$ cat config.mk
export PLATFORM = sky130hd
export DESIGN_NAME = mux_n_to_1_pipe
export DESIGN_NICKNAME = d
export VERILOG_FILES = /design/src/rtl/mux_n_to_1_pipe.sv
export SDC_FILE = /design/constraint.sdc
export NUM_CORES = 1
export LEC_CHECK = 0
export ABC_AREA = 1
export CORE_MARGIN = 2
export CORE_UTILIZATION = 52
export CTS_BUF_LIST = sky130_fd_sc_hd__clkbuf_4 sky130_fd_sc_hd__clkbuf_8
export CTS_CLUSTER_SIZE = 8
export DETAILED_ROUTE_END_ITERATION = 6
export PLACE_DENSITY_LB_ADDON = 0.25
export SYNTH_ARGS = -nofsm -noshare
export SYNTH_HDL_FRONTEND = slang
export SYNTH_SLANG_ARGS = --single-unit
export TNS_END_PERCENT = 30
$ cat constraint.sdc
create_clock -name clk -period 3.2 [get_ports clk]
set_clock_uncertainty 0.2 [all_clocks]
set_input_delay 0.48 -clock clk [delete_from_list [all_inputs] [get_ports clk]]
set_output_delay 0.48 -clock clk [all_outputs]
set_load 0.02 [all_outputs]
$ cat src/rtl/mux_n_to_1_pipe.sv
// N-to-1 select captured into a two-entry skid buffer; MUX_SEL_CHECK_EN zeroes out-of-range picks and raises sticky sel_err.
// Latency: 1 cycle from acceptance to out_data when empty; 1 word/cycle sustained.
// Backpressure: in_ready is registered and drops only when both entries hold words.
module mux_n_to_1_pipe #(
  parameter int WIDTH = 5,
  parameter int N_IN  = 2,
  parameter int SEL_W = 1
) (
  input  logic                  clk,
  input  logic                  rst_n,
  input  logic [N_IN*WIDTH-1:0] in_data,
  input  logic [SEL_W-1:0]      select,
  input  logic                  in_valid,
  output logic                  in_ready,
  output logic [WIDTH-1:0]      out_data,
  output logic                  out_valid,
  input  logic                  out_ready,
  output logic                  sel_err
);

  typedef enum logic [1:0] {
    EMPTY = 2'd0,
    ONE   = 2'd1,
    FULL  = 2'd2
  } state_t;

  state_t           state_q, state_d;
  logic [WIDTH-1:0] main_q, main_d;
  logic [WIDTH-1:0] skid_q, skid_d;
  logic             in_ready_q, in_ready_d;
  logic [WIDTH-1:0] sel_word;
  logic             in_xfer, out_xfer;
`ifdef MUX_SEL_CHECK_EN
  logic             sel_oor;
  logic             sel_err_q, sel_err_d;
`endif

  // Out-of-range selects fall through to input 0 unless the check zeroes them.
  always_comb begin
    sel_word = in_data[WIDTH-1:0];
    for (int k = 1; k < N_IN; k++) begin
      if (int'(select) == k) sel_word = in_data[k*WIDTH +: WIDTH];
    end
`ifdef MUX_SEL_CHECK_EN
    sel_oor = (int'(select) >= N_IN);
    if (sel_oor) sel_word = '0;
`endif
  end

  assign out_valid = (state_q != EMPTY);
  assign in_xfer   = in_valid & in_ready_q;
  assign out_xfer  = out_valid & out_ready;

  always_comb begin
    state_d = state_q;
    main_d  = main_q;
    skid_d  = skid_q;
    case (state_q)
      EMPTY: begin
        if (in_xfer) begin
          main_d  = sel_word;
          state_d = ONE;
        end
      end
      ONE: begin
        if (in_xfer && out_xfer) begin
          main_d = sel_word;
        end else if (in_xfer) begin
          skid_d  = sel_word;
          state_d = FULL;
        end else if (out_xfer) begin
          state_d = EMPTY;
        end
      end
      FULL: begin
        if (out_xfer) begin
          main_d  = skid_q;
          state_d = ONE;
        end
      end
      default: state_d = EMPTY;
    endcase
    // Derived from the next state so in_ready needs no path from out_ready.
    in_ready_d = (state_d != FULL);
  end

  always_ff @(posedge clk or negedge rst_n) begin
    if (!rst_n) begin
      state_q    <= EMPTY;
      main_q     <= '0;
      skid_q     <= '0;
      in_ready_q <= 1'b0;
    end else begin
      state_q    <= state_d;
      main_q     <= main_d;
      skid_q     <= skid_d;
      in_ready_q <= in_ready_d;
    end
  end

`ifdef MUX_SEL_CHECK_EN
  always_comb sel_err_d = sel_err_q | (in_xfer & sel_oor);

  always_ff @(posedge clk or negedge rst_n) begin
    if (!rst_n) sel_err_q <= 1'b0;
    else        sel_err_q <= sel_err_d;
  end

  assign sel_err = sel_err_q;
`else
  assign sel_err = 1'b0;
`endif

  assign in_ready = in_ready_q;
  assign out_data = main_q;

endmodule

# == Word-level counts from Yosys, hierarchy flattened ==
# Cells that the tools add are included.
# W data, S select, Z words.
# word_totals
input_bits,15
regBits,13
output_inout_bits,8
# classes
reduce_logical,6
n_mux,11
bitwise_logic,3
eq_ne,6
# ops
op,n
$mux W5,4
$pmux W5 S3,1
$mux W2,5
$ne A2 B2 Y1 const B,4
$pmux W2 S3,1
$reduce_and A4 Y1,1
$reduce_and A3 Y1,1
$reduce_bool A3 Y1,1
$and A1 B1 Y1,2
$eq A2 B1 Y1 const B,1
$eq A2 B2 Y1 const B,1
$logic_not A2 Y1,1
$reduce_bool A2 Y1,1
$logic_and A1 B1 Y1,1
$not A1 Y1,1

# == Longest topological paths before layout ==
# Gate-level depths: netlist of run 1.
# depth
depth_word,7
mapped_depth,7

# == Least setup slack after synthesis of run 1 ==
# No wires, ideal clock.
# synth_timing
kind,register to output
from,reg state_q[1]
to,out out_valid
path_stages_with_launch,3
slack_ns,1.802
arrival_time_ns,0.718
cell_sequence,dfrtp_1 nor2_2 inv_1
# synth_via
elab_chain_cells,1
# synth_lines
item,line_no,rtl
start: declaration,27,"state_t state_q, state_d;"
start signal: assignment,94,state_q <= state_d;
$reduce_bool A2 Y1,50,assign out_valid = (state_q != EMPTY);
end: declaration,16,"output logic out_valid,"
# No other way between the ends.

# == Final worst setup path of run 1 ==
# Ends and elaborated chain as after synthesis.

==> results of run 1 <==
## report_power, final
part           total [mW]  switching (mW)  internal (mW)
Combinational       0.366           0.210          0.156
Sequential          0.280          0.0438          0.236
Clock               0.107          0.0505         0.0568
## worst reg2reg max path, cell delays in order, from the launching register on
cell and delay [ns]:
dfrtp_1 0.44, inv_2 0.10, nand3_4 0.12, nor2_8 0.17
nand2_4 0.09, nand2_1 0.07, nand2_1 0.05
## cells by family after synthesis
kind of cell           share of synthesized area, %
AND/OR/NAND/NOR                                45.5
buffers and inverters                          9.54
flip-flops                                     41.3
AO/OA/AOI/OAI                                  3.18
other                                         0.476
## cells in the final DEF (no fill, tap or decap)
master | synthesis | final
a21oi_4 | 1 | 1
clkbuf_4 | 0 | 4
clkdlybuf4s50_1 | 0 | 21
conb_1 | 1 | 1
dfrtp_1 | 13 | 13
inv_1 | 14 | 14
inv_2 | 4 | 4
nand2_1 | 52 | 52
nand2_2 | 1 | 1
nand2_4 | 3 | 3
nand3_1 | 6 | 6
nand3_4 | 1 | 1
nand3b_1 | 5 | 5
nor2_2 | 1 | 1
nor2_4 | 1 | 1
nor2_8 | 1 | 1
o21ai_2 | 1 | 1
## stage by stage
step                instance area [um^2]  hold WS, ns
floorplan                            787      -0.0156
global placement                    1010        0.257
detailed placement                  1010        0.260
CTS                                 1040        0.278
global route                        1040        0.306
finish                              1040        0.278
## metal layers
metal / share of wire [%] / vias up
li1: - / 359
met1: 41 / 328
met2: 55 / 10
met3: 4.0 / 0
met4: 0 / 0
met5: 0 / -
## final timing paths
check	start	to	slack, ns	depth (start not counted)
worst max-delay path	state_q[1]$_DFF_PN0_	out_valid	1.04	3
worst min-delay path	skid_q[2]$_DFFE_PN0P_	skid_q[2]$_DFFE_PN0P_	0.28	2
worst max register to register	state_q[1]$_DFF_PN0_	skid_q[0]$_DFFE_PN0P_	1.85	6
worst min register to register	skid_q[2]$_DFFE_PN0P_	skid_q[2]$_DFFE_PN0P_	0.28	2
max in group asynchronous	rst_n	skid_q[1]$_DFFE_PN0P_	2.06	1
min in group asynchronous	rst_n	out_data[3]$_DFFE_PN0P_	0.36	1
## state kept, by name (all words and copies together) (netlist names)
register  flops
out_data      5
skid_q        5
in_ready      1
state_q       2
## area by class of cell
type                    count  area (um^2)  area share [%]
multi-input cells          74          387            37.2
clock buffers               4         30.0            2.89
inverters                  18         67.6            6.50
flip-flops and latches     13          325            31.3
repair buffers             21          210            20.2
well taps                  16         20.0            1.93
==> results.toml, run 1 <==
[global_route]
track_usage_pct = 20.3
grt.met2_usage_pct = 35.8
met3_usage_pct = 8.09
grt_pass1_wl_um = 2770
grt_pass1_vias = 673
grt_use_met1_pct = 23.8
overflow = 0
grt_busiest_layer = "met2"
grt_max_degree = 14
grt_antenna_before_repair = 0

[yosys]
synth-seq-cells = 13
synth_cell_types = 16
syn_nets = 121
synth_most_common_cell = "nand2_1"
synth_area_um2 = 787
synthCells = 106
synth_common_cells = "nand2_1, inv_1, dfrtp_1, nand3_1, nand3b_1"
ys_seq_area_share_pct = 41.3
ys.flop_type = "dfrtp_1"
synth_edf_count = 0
yosysTopAreaCellShare_pct = 41.3
avgSynthCellArea_um2 = 7.42
yosysWarnings = 0
synth.area.top_cells = "dfrtp_1, nand2_1, inv_1"
ys_async_sr_fraction_pct = 100
yosysTopAreaCell = "dfrtp_1"

[timing]
post-route-min-period_ns = 2.16
setup_tns_ns = 0
tightest_slew_ns = 0.567
final-setup-viol-count = 0
timing.final.ws_setup_ns = 1.04
relSlewSlack_pct = 62.1
drv_slew = 0
hold_viol = 0
rsz0062_at_grt = "false"
post-route-period-util_pct = 67.4
clock.fmax_mhz = 464

[detailed_routing]
drtIter0Drc = 6
drtPass1Iterations = 4
vias = 697
postRouteAntennaNets = 0
wire_per_inst_um = 10.4
drt-vias-per-instance = 4.77
totalWireLength_um = 1520
route.detailed.drc = 0

[power]
peakVddDrop_v = 0.000537
p_leak_nw = 0.594
power_uw = 753
power_density_mw_per_mm2 = 724

[critical_path]
critical_path.max_stage_delay_ns = 0.53
worstPathRequired_ns = 2.52
cp.buffers_inverters = 2
crit_chain = "nor2_2 -> inv_1 -> clkdlybuf4s50_1"
cp_slowest_cell = "clkdlybuf4s50_1"
endpoint_kind = "primary output"
startpoint_type = "flop"
cpLargestDelayFamily = "buffers and inverters"
arrival_ns = 1.48
crit_type = "flop to primary output"
critical_path.max_fanout = 3

[final_layout]
finalCoreUtilization_pct = 71.5
fin_cells = 146
syn_to_final_growth_pct = 32.1
drive_gt1_share_pct = 13.8
antenna_cells = 0
nets = 146
nFillCells = 111

[clocking]
post_cts_buffers = 0
cts.repair.resized = 0
cts.path.max_buffers = 2
path_clk_slew_ns = 0.08
clk_latency_ns = 0.27
cts-htree-levels = 1
cts_made_buffers = 3
cts.sinks = 13
cts_hold_buf = 0
cts-root-buf = "clkbuf_4"
cts_tree = "done"

[placement]
post-place-ws_ns = 1.34
place_inst = 142
portBuffers = 21
hpwl_um = 1260
place.gp.congestion = 0.737

[die]
num_rows = 14
io_pins = 23
coreArea_mm2 = 0.00145
die-height_um = 42.9
start_util_pct = 54.1
floorplan.die.width_um = 42.9
fp.dieArea_mm2 = 0.00184

[outcome]
status = "finished clean"

[worst_hold_path]
hp-class = "flop to flop"

[run]
maxCapViolations = 0
No activity file was read; power rests on OpenSTA's default activity.
==> inputs of run 2 (changes only) <==
Settings changed: CORE_UTILIZATION 52 to 43.
Clock period 3.2 ns to 1.8 ns, I/O delays scaled along.
==> run 2 against run 1 <==
Combinational power grew 74%; largest power group unchanged; critical endpoint unchanged; final area grew 1.2%; critical path type unchanged; highest routed layer is now met4; clock power grew 83%.
==> results.toml, run 2 (synthesis results as in run 1) <==
[clocking]
clk_latency_ns = 0.28
post_cts_buffers = 0
cts-htree-levels = 1
cts_tree = "done"
path_clk_slew_ns = 0.08
cts_made_buffers = 3
cts-root-buf = "clkbuf_4"
cts.path.max_buffers = 2
cts.sinks = 13

[die]
floorplan.die.width_um = 46.8
die-height_um = 46.8
coreArea_mm2 = 0.00173
fp.dieArea_mm2 = 0.00219
start_util_pct = 45.6
io_pins = 23
num_rows = 15

[critical_path]
worstPathRequired_ns = 1.33
endpoint_kind = "primary output"
crit_type = "flop to primary output"
startpoint_type = "flop"
cp_slowest_cell = "dfrtp_1"
critical_path.max_stage_delay_ns = 0.44
cpLargestDelayFamily = "flip-flops"
crit_chain = "nor2_2 -> inv_1 -> dlygate4sd2_1"
cp.buffers_inverters = 2
critical_path.max_fanout = 3
arrival_ns = 1.28

[detailed_routing]
postRouteAntennaNets = 0
drtIter0Drc = 3
vias = 701
route.detailed.drc = 0
drtPass1Iterations = 5
drt-vias-per-instance = 4.52
wire_per_inst_um = 10.2
totalWireLength_um = 1580

[timing]
post-route-period-util_pct = 97.2
whs_ns = 0.144
tightest_slew_ns = 0.566
drv_slew = 0
rsz0062_at_grt = "false"
relSlewSlack_pct = 62.2
setup_tns_ns = 0
timing.final.ws_setup_ns = 0.0506
final-setup-viol-count = 0
hold_viol = 0
post-route-min-period_ns = 1.75
clock.fmax_mhz = 572

[final_layout]
final_common_cell = "nand2_1"
antenna_cells = 0
multiInputGateArea_um2 = 387
regArea_um2 = 325
fin_cells = 155
nets = 146
drive_gt1_share_pct = 13.8
syn_to_final_growth_pct = 33.7
finalCoreUtilization_pct = 60.9
final_cell_mix = "nand2_1, clkdlybuf4s50_1, inv_1"
nFillCells = 179

[power]
power_density_mw_per_mm2 = 1260
switchingPower_uw = 541
internal_power_uw = 789
p_leak_nw = 0.597
swShare_pct = 40.7
combPwrFrac_pct = 47.9
peakVddDrop_v = 0.000751
seqPwrFrac_pct = 37.3
p_clk_share_pct = 14.8

[placement]
post-place-ws_ns = 0.135
hpwl_um = 1310
place_inst = 151
portBuffers = 21
place.gp.congestion = 0.739

[global_route]
grt_pass1_wl_um = 2680
grt_antenna_before_repair = 0
grt_pass1_vias = 679
overflow = 0
track_usage_pct = 17.7
grt_max_degree = 14

[outcome]
status = "finished clean"

[run]
maxCapViolations = 0

[worst_hold_path]
hp-class = "input pin to async pin"
[run 2: changes by cell type in the layout (fill, tap and decap cells not counted), sizes merged]
cell | before | now
clkdlybuf4s50 | 21 | 19
dlygate4sd2 | 0 | 1
dlymetal6s2s | 0 | 1
[run 2: layout make-up]
| type | count | share of cell area [%] |
|---|---|---|
| multi-input cells | 74 | 36.7 |
| flip-flops and latches | 13 | 30.9 |
| repair buffers | 21 | 20.1 |
| inverters | 18 | 6.42 |
| well taps | 25 | 2.97 |
| clock buffers | 4 | 2.85 |
[run 2: final timing paths]
kind	startpoint	end	slack [ns]	cells past startpoint
setup / recovery	state_q[1]$_DFF_PN0_	out_valid	0.05	3
hold / removal	rst_n	in_ready$_DFF_PN0_	0.14	1
setup reg to reg	state_q[1]$_DFF_PN0_	skid_q[4]$_DFFE_PN0P_	0.46	6
hold reg to reg	skid_q[1]$_DFFE_PN0P_	skid_q[1]$_DFFE_PN0P_	0.27	2
max in group asynchronous	rst_n	skid_q[4]$_DFFE_PN0P_	0.87	1
min in group clk	skid_q[1]$_DFFE_PN0P_	skid_q[1]$_DFFE_PN0P_	0.27	2
[run 2: power groups by stage]
stage               Sequential (mW)  Clock [mW]  Combinational (mW)
floorplan                     0.568           0               0.340
global placement              0.496           0               0.644
detailed placement            0.504           0               0.657
CTS                           0.498       0.200               0.651
global route                  0.513       0.213               0.707
finish                        0.497       0.196               0.638
[run 2: layer usage]
metal	track usage [%]	up-vias	routed length (um)
met1	19.8	327	666
li1	-	364	-
met3	6.92	2	50
met5	0	-	0
met4	3.33	0	6
met2	32.1	8	854
[run 2: repair_timing]
action,4_1_cts,5_1_grt
pin swaps,0,0
hold buffers,0,0
endpoints found under the setup margin,1,1
gates resized for setup,1,1
[run 2: metrics by stage]
stage / total power [mW] / instance area, um^2
after global placement: 1.14 / 1020
after detailed placement: 1.16 / 1020
after floorplan: 0.908 / 787
after global routing: 1.43 / 1050
final: 1.33 / 1050
after CTS: 1.35 / 1050
[run 2: worst register-to-register path: stages (launching register included)]
cell and delay [ns]:
dfrtp_1 0.44, inv_2 0.10, nand3_4 0.12, nor2_8 0.17, nand2_4 0.09, nand2_1 0.07
nand2_1 0.05
==> inputs of run 3 (changes only) <==
Settings changed: SETUP_SLACK_MARGIN set to 0.05.
==> run 3 against run 2 <==
Final cell count unchanged; combinational power barely moved; critical endpoint is now out_data[3]; highest routed layer unchanged; global-route usage did not move; largest power group unchanged.
==> results.toml, run 3 (synthesis results as in run 1) <==
[global_route]
grt_max_degree = 14
grt_pass1_wl_um = 2680
grt_pass1_vias = 679
grt_antenna_before_repair = 0
overflow = 0
track_usage_pct = 17.7

[detailed_routing]
route.detailed.drc = 0
vias = 715
wire_per_inst_um = 10.0
totalWireLength_um = 1550
drtIter0Drc = 3
postRouteAntennaNets = 0
drt-vias-per-instance = 4.61
drtPass1Iterations = 4

[clocking]
cts.path.max_buffers = 2
cts_tree = "done"
cts-root-buf = "clkbuf_4"
cts_hold_buf = 0
path_clk_slew_ns = 0.08
cts_made_buffers = 3
cts-htree-levels = 1
cts.sinks = 13
clk_latency_ns = 0.28

[critical_path]
worstPathRequired_ns = 1.33
crit_type = "flop to primary output"
endpoint_kind = "primary output"
cp_slowest_cell = "clkdlybuf4s50_1"
arrival_ns = 1.24
crit_chain = "clkdlybuf4s50_1"
cp.buffers_inverters = 1
cpLargestDelayFamily = "buffers and inverters"
critical_path.max_fanout = 2
startpoint_type = "flop"
critical_path.max_stage_delay_ns = 0.61

[timing]
relSlewSlack_pct = 62.1
clock.fmax_mhz = 583
hold_viol = 0
post-route-min-period_ns = 1.71
tightest_slew_ns = 0.567
timing.final.ws_setup_ns = 0.0850
drv_slew = 0
final-setup-viol-count = 0
setup_tns_ns = 0
post-route-period-util_pct = 95.3
rsz0062_at_grt = "true"

[final_layout]
final_common_cell = "nand2_1"
final_cell_mix = "nand2_1, clkdlybuf4s50_1, inv_1"
drive_gt1_share_pct = 14.6
syn_to_final_growth_pct = 34.0
nets = 146
antenna_cells = 0

[die]
fp.dieArea_mm2 = 0.00219
start_util_pct = 45.6
die-height_um = 46.8
coreArea_mm2 = 0.00173
num_rows = 15
io_pins = 23
floorplan.die.width_um = 46.8

[placement]
post-place-ws_ns = 0.135
place.gp.congestion = 0.739
hpwl_um = 1310
portBuffers = 21

[power]
peakVddDrop_v = 0.000756
power_density_mw_per_mm2 = 1260
p_leak_nw = 0.594

[run]
maxCapViolations = 0

[worst_hold_path]
hp-class = "input pin to async pin"

[outcome]
status = "finished clean"
-- run 3: cell types whose count changed in the layout (fill, tap and decap cells not counted), sizes merged --
cell / delta
dlygate4sd2: +1
dlymetal6s2s: -1
-- run 3: metal layers --
layer	wire, um	GRT usage (%)
met3	54	6.92
met5	0	0
met4	6	3.33
met2	856	32.1
met1	637	19.8
-- run 3: area by class of cell --
type,instances,area (um^2)
Inverter,18,67.6
Tap cell,25,31.3
Fill cell,180,672
Sequential cell,13,327
Timing Repair Buffer,21,208
Clock buffer,4,30.0
Multi-Input combinational cell,74,392
-- run 3: repair_timing --
action                     CTS  global route
pin swaps                    0             0
gates resized for setup      2             2
setup buffers                0             0
setup endpoints to repair    2             3
-- run 3: worst paths after layout --
kind	start	endpoint	slack (ns)	depth (start not counted)
worst max-delay path	out_data[3]$_DFFE_PN0P_	out_data[3]	0.09	1
worst min-delay path	rst_n	state_q[0]$_DFF_PN0_	0.15	1
worst max register to register	state_q[1]$_DFF_PN0_	skid_q[4]$_DFFE_PN0P_	0.46	6
worst min register to register	skid_q[1]$_DFFE_PN0P_	skid_q[1]$_DFFE_PN0P_	0.27	2
max in group asynchronous	rst_n	state_q[1]$_DFF_PN0_	0.85	1
min in group clk	skid_q[1]$_DFFE_PN0P_	skid_q[1]$_DFFE_PN0P_	0.27	2
-- run 3: report_power, final --
part           internal (mW)  total [mW]  leakage [nW]  switching, mW
Sequential             0.420       0.503         0.156         0.0825
Combinational          0.270       0.639         0.419          0.368
Clock                  0.101       0.193        0.0184         0.0919
-- run 3: per-stage QoR --
step                      instance area (um^2)  util [%]  std cells  hold WS [ns]  total power, mW
after floorplan                            787         -        106        -0.226            0.908
after global placement                    1020      59.1        151         0.257             1.14
after detailed placement                  1020      59.1        151         0.262             1.16
after CTS                                 1050      60.7        155         0.163             1.34
after global routing                      1050      61.1        155         0.192             1.44
final                                     1050      61.1        155         0.151             1.33
